==> src/rtl/led_pattern_seq_if.sv <==
// ---------------------------------------------------------------------------
// led_pattern_seq_if
//
// Control and display bundle for the running-light sequencer.
//
// The master side is the board front end: mode switches, auto switch,
// push-button start and abort. The slave side is the sequencer, which
// drives the lamp bank and its status flags.
//
//   S       master->slave  2  mode select, sampled only when start is accepted
//   auto    master->slave  1  1 = play modes S..3 back to back
//   start   master->slave  1  level or pulse, accepted only while idle
//   stop    master->slave  1  synchronous abort
//   Y       slave->master  N  lamp drive, 1 = lit, Y[N-1] is the leftmost lamp
//   busy    slave->master  1  high while a sequence is playing
//   done    slave->master  1  one-cycle pulse on normal completion
//   mode_o  slave->master  2  mode currently playing
// ---------------------------------------------------------------------------
interface led_pattern_seq_if #(
    parameter int N = 8
);
    logic [1:0]   S;
    logic         auto;
    logic         start;
    logic         stop;
    logic [N-1:0] Y;
    logic         busy;
    logic         done;
    logic [1:0]   mode_o;

    modport master (
        output S, auto, start, stop,
        input  Y, busy, done, mode_o
    );

    modport slave (
        input  S, auto, start, stop,
        output Y, busy, done, mode_o
    );
endinterface

==> src/rtl/led_pattern_seq.sv <==
// ---------------------------------------------------------------------------
// led_pattern_seq
//
// Parametrised running-light sequencer for a bank of N lamps. It plays one
// of four display modes, or modes S..3 back to back when auto is set. Each
// mode is played REPEAT times and every frame is held for DIV clock cycles.
//
// Modes (H = N/2, "top k" = leftmost k lamps):
//   0  fill from the left, then empty from the left          (2N frames)
//   1  both halves fill from the outer edges, then empty     (N frames)
//   2  walk one lamp showing PATTERN bit by bit, then
//      show the whole PATTERN                                (N+1 frames)
//   3  single lamp bounces left-to-right-to-left             (2N-2 frames)
//
// Parameters
//   N        lamp count, even, 4..32
//   DIV      clock cycles per frame, >= 1
//   REPEAT   passes per mode, 1..15
//   PATTERN  mode-2 sequence, MSB = leftmost lamp
//
// Ports
//   clk      in   rising-edge clock
//   reset_n  in   asynchronous active-low reset
//   bus      slave side of led_pattern_seq_if (S, auto, start, stop in;
//            Y, busy, done, mode_o out)
// ---------------------------------------------------------------------------
module led_pattern_seq #(
    parameter int           N       = 8,
    parameter int           DIV     = 50_000_000,
    parameter int           REPEAT  = 2,
    parameter logic [N-1:0] PATTERN = {{(N/2){1'b1}}, {(N/2){1'b0}}}
) (
    input  logic             clk,
    input  logic             reset_n,
    led_pattern_seq_if.slave bus
);

    localparam int H  = N / 2;
    localparam int DW = (DIV > 1) ? $clog2(DIV) : 1;
    // Frame index must reach 2N-1 (last frame of mode 0).
    localparam int FW = $clog2(2 * N);

    localparam logic [DW-1:0] D_LAST = DW'(DIV - 1);
    localparam logic [3:0]    P_LAST = 4'(REPEAT - 1);

    localparam logic [N-1:0] ONES  = '1;
    localparam logic [N-1:0] ONE   = {{(N-1){1'b0}}, 1'b1};
    localparam logic [H-1:0] HONES = '1;

    localparam logic [0:0] ST_IDLE = 1'b0;
    localparam logic [0:0] ST_RUN  = 1'b1;

    logic [0:0]    state_q;
    logic [1:0]    mode_q;
    logic          auto_q;
    logic [FW-1:0] f_q;
    logic [3:0]    p_q;
    logic [DW-1:0] d_q;
    logic [N-1:0]  y_q;
    logic          busy_q;
    logic          done_q;

    logic [FW-1:0] f_last;

    // Index of the final frame of a mode.
    function automatic logic [FW-1:0] last_frame(input logic [1:0] mode);
        logic [FW-1:0] r;
        case (mode)
            2'd0:    r = FW'(2 * N - 1);
            2'd1:    r = FW'(N - 1);
            2'd2:    r = FW'(N);
            default: r = FW'(2 * N - 3);
        endcase
        return r;
    endfunction

    // Lamp image for frame fr of a mode. Built from shifts of all-ones or
    // one-hot constants so no variable bit-selects are needed.
    function automatic logic [N-1:0] frame_of(input logic [1:0]    mode,
                                              input logic [FW-1:0] fr);
        int           f;
        logic [N-1:0] v;
        logic [H-1:0] lh;
        logic [H-1:0] rh;
        f  = int'(fr);
        v  = '0;
        lh = '0;
        rh = '0;
        case (mode)
            2'd0: begin
                // Filling: top f+1 lit. Emptying: ones shifted right so the
                // top f-N+1 lamps are dark.
                if (f < N) v = ONES << (N - 1 - f);
                else       v = ONES >> (f - N + 1);
            end
            2'd1: begin
                // Left half grows from its MSB, right half from its LSB;
                // on the way out they clear in the same order.
                if (f < H) begin
                    lh = ~(HONES >> (f + 1));
                    rh = ~(HONES << (f + 1));
                end else begin
                    lh = HONES >> (f - H + 1);
                    rh = HONES << (f - H + 1);
                end
                v = {lh, rh};
            end
            2'd2: begin
                if (f < N) v = PATTERN & (ONE << (N - 1 - f));
                else       v = PATTERN;
            end
            default: begin
                // Outbound sweep covers N-1..0, return sweep covers 1..N-2.
                if (f < N) v = ONE << (N - 1 - f);
                else       v = ONE << (f - N + 1);
            end
        endcase
        return v;
    endfunction

    always_comb begin
        f_last = last_frame(mode_q);
    end

    always_ff @(posedge clk or negedge reset_n) begin
        if (!reset_n) begin
            state_q <= ST_IDLE;
            mode_q  <= 2'd0;
            auto_q  <= 1'b0;
            f_q     <= '0;
            p_q     <= 4'd0;
            d_q     <= '0;
            y_q     <= '0;
            busy_q  <= 1'b0;
            done_q  <= 1'b0;
        end else begin
            done_q <= 1'b0;
            if (state_q == ST_IDLE) begin
                // stop wins over start; Y keeps its final value while idle.
                if (bus.start && !bus.stop) begin
                    state_q <= ST_RUN;
                    mode_q  <= bus.S;
                    auto_q  <= bus.auto;
                    f_q     <= '0;
                    p_q     <= 4'd0;
                    d_q     <= '0;
                    y_q     <= frame_of(bus.S, '0);
                    busy_q  <= 1'b1;
                end
            end else begin
                if (bus.stop) begin
                    state_q <= ST_IDLE;
                    f_q     <= '0;
                    p_q     <= 4'd0;
                    d_q     <= '0;
                    y_q     <= '0;
                    busy_q  <= 1'b0;
                end else if (d_q != D_LAST) begin
                    d_q <= d_q + DW'(1);
                end else begin
                    // Frame boundary: next frame, next pass, next mode, or end.
                    d_q <= '0;
                    if (f_q != f_last) begin
                        f_q <= f_q + FW'(1);
                        y_q <= frame_of(mode_q, f_q + FW'(1));
                    end else if (p_q != P_LAST) begin
                        f_q <= '0;
                        p_q <= p_q + 4'd1;
                        y_q <= frame_of(mode_q, '0);
                    end else if (auto_q && (mode_q != 2'd3)) begin
                        mode_q <= mode_q + 2'd1;
                        f_q    <= '0;
                        p_q    <= 4'd0;
                        y_q    <= frame_of(mode_q + 2'd1, '0);
                    end else begin
                        // Mode 3 ends on a lit lamp, so force the resting
                        // image rather than keeping the last frame.
                        state_q <= ST_IDLE;
                        f_q     <= '0;
                        p_q     <= 4'd0;
                        y_q     <= (mode_q == 2'd2) ? PATTERN : '0;
                        busy_q  <= 1'b0;
                        done_q  <= 1'b1;
                    end
                end
            end
        end
    end

    assign bus.Y      = y_q;
    assign bus.busy   = busy_q;
    assign bus.done   = done_q;
    assign bus.mode_o = mode_q;

endmodule
==> src/flat_wrapper.sv <==
// flat-port wrapper written by rule: the top's interface ports become plain ports
module led_pattern_seq_flat 
#(
    parameter int           N       = 8,
    parameter int           DIV     = 50_000_000,
    parameter int           REPEAT  = 2,
    parameter logic [N-1:0] PATTERN = {{(N/2){1'b1}}, {(N/2){1'b0}}}
)
  (clk, reset_n, bus_S, bus_auto, bus_start, bus_stop, bus_Y, bus_busy, bus_done, bus_mode_o);
  led_pattern_seq_if #(.N(N)) bus_i ();
  input  logic clk;
  input  logic reset_n;
  input wire logic [$bits(bus_i.S)-1:0] bus_S;
  input wire logic [$bits(bus_i.auto)-1:0] bus_auto;
  input wire logic [$bits(bus_i.start)-1:0] bus_start;
  input wire logic [$bits(bus_i.stop)-1:0] bus_stop;
  output wire logic [$bits(bus_i.Y)-1:0] bus_Y;
  output wire logic [$bits(bus_i.busy)-1:0] bus_busy;
  output wire logic [$bits(bus_i.done)-1:0] bus_done;
  output wire logic [$bits(bus_i.mode_o)-1:0] bus_mode_o;
  assign bus_i.S = bus_S;
  assign bus_i.auto = bus_auto;
  assign bus_i.start = bus_start;
  assign bus_i.stop = bus_stop;
  assign bus_Y = bus_i.Y;
  assign bus_busy = bus_i.busy;
  assign bus_done = bus_i.done;
  assign bus_mode_o = bus_i.mode_o;
  led_pattern_seq #(.N(N), .DIV(DIV), .REPEAT(REPEAT), .PATTERN(PATTERN)) u_core (.clk(clk), .reset_n(reset_n), .bus(bus_i));
endmodule
==> config.mk <==
export PLATFORM = sky130hd
export DESIGN_NAME = led_pattern_seq_flat
export DESIGN_NICKNAME = d
export VERILOG_FILES = /design/src/rtl/led_pattern_seq_if.sv /design/src/rtl/led_pattern_seq.sv /design/src/flat_wrapper.sv
export SDC_FILE = /design/constraint.sdc
export NUM_CORES = 1
export LEC_CHECK = 0
export BUFFER_PORTS_ARGS = -buffer_cell sky130_fd_sc_hd__buf_2
export CAP_MARGIN = 10
export CORE_MARGIN = 10
export CORE_UTILIZATION = 45
export DETAILED_ROUTE_END_ITERATION = 8
export SLEW_MARGIN = 30
export SYNTH_ARGS = -nofsm -noshare
export SYNTH_HDL_FRONTEND = slang
export SYNTH_SLANG_ARGS = --single-unit
==> constraint.sdc <==
create_clock -name clk -period 4.27 [get_ports clk]
set_input_delay 0.427 -clock clk [delete_from_list [all_inputs] [get_ports clk]]
set_output_delay 0.427 -clock clk [all_outputs]
set_load 0.05 [all_outputs]
Word level (Yosys, flattened, before mapping)
Cells that the tools add are included.
- input port bits: 7
- bits in registers: 48
- output and inout port bits: 12
- mux-type cells: 59
- $add $sub $neg: 10
- shift operators: 8
- reduce and logical (&&, ||, !) cells: 10
- eq/ne operators: 17
- $lt $le $gt $ge: 2
- bitwise gates (word level): 3
- operators with widths (operator ; number):
    $mux 26 ; 4
    $mux 8 ; 11
    $add 32x2->32 const B ; 2
    $shl 1x32->8 const A ; 2
    $shl 4x32->4 const A ; 2
    $shr 4x32->4 const A ; 2
    $mux 4 ; 12
    $shl 8x32->8 const A ; 1
    $shr 8x32->8 const A ; 1
    $add 26x1->26 const B ; 1
    $ne 26x26->1 const B ; 1
    $pmux 8 s3 ; 1
    $mux 1 ; 23
    $mux 2 ; 7
    $ne 2x2->1 const B ; 6
    $ne 3x3->1 const B ; 4
    $pmux 4 s3 ; 1
    $add 4x1->4 const B ; 2
    $not 4->4 ; 2
    $eq 2x1->1 const B ; 3
    $reduce_and 6->1 ; 1
    $add 4x1->5 const B ; 1
    $reduce_and 5->1 ; 1
    $sub 3x4->5 const A ; 1
    other kinds (15) ; 17

Logic depth before layout (Yosys ltp)
- depth after elaboration: 10
- depth in mapped cells: 14
- gate-level depth less buffers: 13

Worst setup path after synthesis
No wires, ideal clock.
- path kind: flip-flop to flip-flop
- from: register u_core.f_q[0]
- to: register u_core.y_q[0], in the netlist u_core.bus.Y[0]
- path buffers: 1
- slack: 1020 ps
- clock period less this slack: 3250 ps
- cell stages (with the launch flop): 13
- required time: 4203 ps
- arrival: 3183 ps
- cell sequence: dfrtp_1 -> buf_2 -> inv_1 -> ha_1 -> or2_2 -> or3_1 -> ha_1 -> nor4b_1 -> nand3b_1 -> a2111oi_0 -> o21ai_0 -> o311ai_0 -> a221o_1
- word-level cells in the longest chain between the ends: 10
- elaborated cells between the ends (all ways): 25
- RTL lines (item ; line ; source):
    start, declared ; led_pattern_seq.sv:56 ; logic [FW-1:0] f_q;
    start signal, assigned ; led_pattern_seq.sv:164 ; f_q <= f_q + FW'(1);
    $add 4x1->4 ; led_pattern_seq.sv:165 ; y_q <= frame_of(mode_q, f_q + FW'(1));
    $sub 4x4->5 (tied with other cells) ; led_pattern_seq.sv:94, led_pattern_seq.sv:115 ;
    $add 32x2->32 (tied with other cells) ; led_pattern_seq.sv:94, led_pattern_seq.sv:115 ;
    $shr 8x32->8 (tied with other cells) ; led_pattern_seq.sv:94 ; else v = ONES >> (f - N + 1);
    $mux 8 (tied with other cells) ; led_pattern_seq.sv:93 ; if (f < N) v = ONES << (N - 1 - f);
    $pmux 8 s3 ; led_pattern_seq.sv:89 ; case (mode)
    $mux 8 * ; led_pattern_seq.sv:163 ; if (f_q != f_last) begin
    $mux 8 * ; led_pattern_seq.sv:158 ; end else if (d_q != D_LAST) begin
    $mux 8 * ; led_pattern_seq.sv:151 ; if (bus.stop) begin
    $mux 8 * ; led_pattern_seq.sv:138 ; if (state_q == ST_IDLE) begin
    end signal, assigned ; led_pattern_seq.sv:147 ; y_q <= frame_of(bus.S, '0);
    end signal, assigned ; led_pattern_seq.sv:165 ;
    end signal, assigned ; led_pattern_seq.sv:169 ; y_q <= frame_of(mode_q, '0);
    end, declared ; led_pattern_seq.sv:59 ; logic [N-1:0] y_q;
Mark *: on every way between the ends. The rest lies on a longest branch, timed or not. The select of a mux whose other input is x is not followed.
A chain may end at the register's enable or synchronous reset.

Worst setup path after layout
Same ends and word-level chain as after synthesis.

==> results.sh <==
export IMPL_port_buffers=18
export IMPL_tightest_slew_ns=0.7861
export IMPL_r2r_cells=11
export IMPL_multi_input_area_um2=2257
export IMPL_r2r_start="u_core.f_q[0]"
export IMPL_finalCritPeriodShare=0.8964
export IMPL_clkSinkCount=48
export IMPL_design_portCount=19
export IMPL_fin_nets=478
export IMPL_crit_top_cell="ha_1"
export IMPL_tns_ns=0
export IMPL_ys_flop_type="dfrtp_1"
export IMPL_status="finished clean"
export IMPL_synth_area_per_cell_um2=8.115
export IMPL_crit_path_max_fanout=14
export IMPL_cts_tree="yes"
export IMPL_cts_buffer_depth=2
export IMPL_cp_start_kind="register"
export IMPL_chipWidth_um=109.6
export IMPL_ys_types=64
export IMPL_startpoint="u_core.f_q[0]"
export IMPL_gr_total_overflow=0
export IMPL_fin_crit_ns=3.828
export IMPL_power_leakage_nw=1.574
export IMPL_setup_ws_ns=0.4425
export IMPL_synthCells=445
export IMPL_ff2ff_setup_slack_ns=0.44
export IMPL_hold_ws_ns=0.08816
export IMPL_via_per_inst=6.247
export IMPL_ir_worst_vdd_v=0.0001283
export IMPL_clk_pin_slew_ns=0.09
export IMPL_drive_above_1_share=0.1062
export IMPL_track_usage=0.1648
export IMPL_slowest_delay_ns=0.62
export IMPL_arrival_ns=4.06
export IMPL_vias=3461
export IMPL_crit_chain="inv_1 -> ha_1 -> or2_2 -> or3_1 -> ha_1 -> nor4b_1 -> nand3b_1 -> a2111oi_0 -> o21ai_0 -> o311ai_0 -> a221o_1"
export IMPL_gp_congestion=0.9498
export IMPL_rsz0062_at_grt="false"
export IMPL_dr_pass1_iters=5
export IMPL_dp_cells=547
export IMPL_antenna_found_initial=0
export IMPL_final_cell_mix="56 x nand2_1, 48 x dfrtp_1, 42 x nor2_1, 42 x o21ai_0, 22 x nand3_1"
export IMPL_h_tree_depth=2
export IMPL_synth_area_um2=3611
export IMPL_async_reset_ff_frac=1.000
export IMPL_p_per_area_nw_per_um2=334.2
export IMPL_worstSetupPathType="reg -> reg"
export IMPL_layout_commonest_cell="nand2_1"
export IMPL_dp_hpwl_um=7010
export IMPL_yosysSeqAreaShare=0.3326
export IMPL_post_cts_buffers=0
export IMPL_die_y_um=109.6
export IMPL_routed_wl_um=9637
export IMPL_yosysWarnings=0
export IMPL_worst_ep_required_time_ns=4.50
export IMPL_grt_max_degree=30
export IMPL_clk_latency_ns=0.30
export IMPL_root_buffer="clkbuf_8"
export IMPL_fmax_mhz=261.3
export IMPL_dp_slack_ns=0.4907
export IMPL_grt_pass1_vias=3169
export IMPL_setup_worst_path_end="u_core.bus.Y[0]"
export IMPL_cts_buffers=5
export IMPL_synth_seq_cells=48
export IMPL_cts_hold_fix_buffers=0
export IMPL_fill_cells=791
export IMPL_synth_edf_count=0
export IMPL_crit_path_top_delay_cell="dfrtp_1"
export IMPL_fp_coreArea_um2=7767
export IMPL_seqCellArea_um2=1201
export IMPL_drc=0
export IMPL_fin_util=0.4976
export IMPL_num_antenna_cells=0
export IMPL_stdcell_count=554
export IMPL_end_kind="register"
export IMPL_initial_core_util=0.4649
export IMPL_final_area_um2=3865
export IMPL_dr_first_iter_drc_count=243
export IMPL_setup_viol=0
export IMPL_rows=32
export IMPL_cts_resized=0
export IMPL_drv_cap=0
export IMPL_ant_nets=0
export IMPL_syn_num_nets=471
export IMPL_area_growth_pct=7.034
export IMPL_grt_pass1_wl_um=16230
export IMPL_finalHoldViolations=0
export IMPL_relSlewSlack=0.4740
export IMPL_hold_path_class="in -> async"
export IMPL_dpl_cell_area_um2=3774
export IMPL_maxSlewViolCount=0
export IMPL_fin_skew_ns=0.009425
export IMPL_r2r_end="u_core.bus.Y[0]"
export IMPL_dieArea_um2=12010
export IMPL_power_mw=1.292
export IMPL_wire_per_inst_um=17.40
cell type report:
cell class                 count  area share
inverter                      16     0.01554
multi-input combinational    358      0.5840
clock buffer                   6     0.02137
tap                          102     0.03302
sequential                    48      0.3108
clock inverter                 1    0.002266
timing repair buffer          23     0.03302
worst max-delay path, delay by kind of cell, from the launching register on:
kind,cells,cell delay [ns]
adders and majority gates,2,0.63
AOI/OAI and AO/OA,4,1.21
and+or+nand+nor,4,1.11
buffers and inverters,1,0.20
DFF,1,0.62
cells by family (layout without fill, tap and decap cells):
kind of cell	after synthesis	after routing	synth area share
compound gates	125	125	0.2277
mux	5	5	0.01455
buf+inv	39	46	0.04227
fa+ha+maj	19	19	0.06584
xor+xnor	15	15	0.03638
flops	48	48	0.3326
simple gates	194	194	0.2807
worst min path at each step:
stage	to	slack (ns)	cells past startpoint
3_5_place_dp	u_core.bus.Y[3]	0.42	1
6_report	u_core.f_q[3]	0.09	1
4_1_cts	u_core.f_q[3]	0.1	1
2_1_floorplan	u_core.auto_q	0.13	0
3_3_place_gp	u_core.bus.Y[2]	0.42	1
5_1_grt	u_core.f_q[3]	0.09	1
per-layer routing:
layer	vias to the layer above	part of all wire	GRT usage
li1	1649	-	-
met1	1639	0.44	0.2233
met2	150	0.46	0.2611
met3	23	0.072	0.02926
met4	0	0.018	0.05112
met5	-	0	0
flip-flops by register name, indices dropped and copies added (netlist names):
signal,count
u_core.d_q,26
u_core.bus.Y,8
u_core.f_q,4
u_core.p_q,4
u_core.bus.mode_o,2
u_core.auto_q,1
u_core.bus.busy,1
u_core.bus.done,1
u_core.state_q,1
synthesized netlist by cell type (all sizes together), types with 12 or more instances:
cell type	instances	area [um^2]
nand2	57	216.5
dfrtp	48	1201
nor2	42	157.7
o21ai	42	210.2
nand3	22	110.1
ha	19	237.7
a21oi	18	90.09
clkbuf	17	63.81
inv	14	52.55
nand4	14	108.9
xnor2	14	122.6
o31ai	12	103.9
where the power goes:
part,total [mW],internal [mW],switching (mW),leakage [nW]
logic,0.495,0.157,0.338,0.872
registers,0.516,0.478,0.0378,0.654
clock network,0.281,0.129,0.151,0.0473
Note: power is estimated with default switching activity, not from simulation.
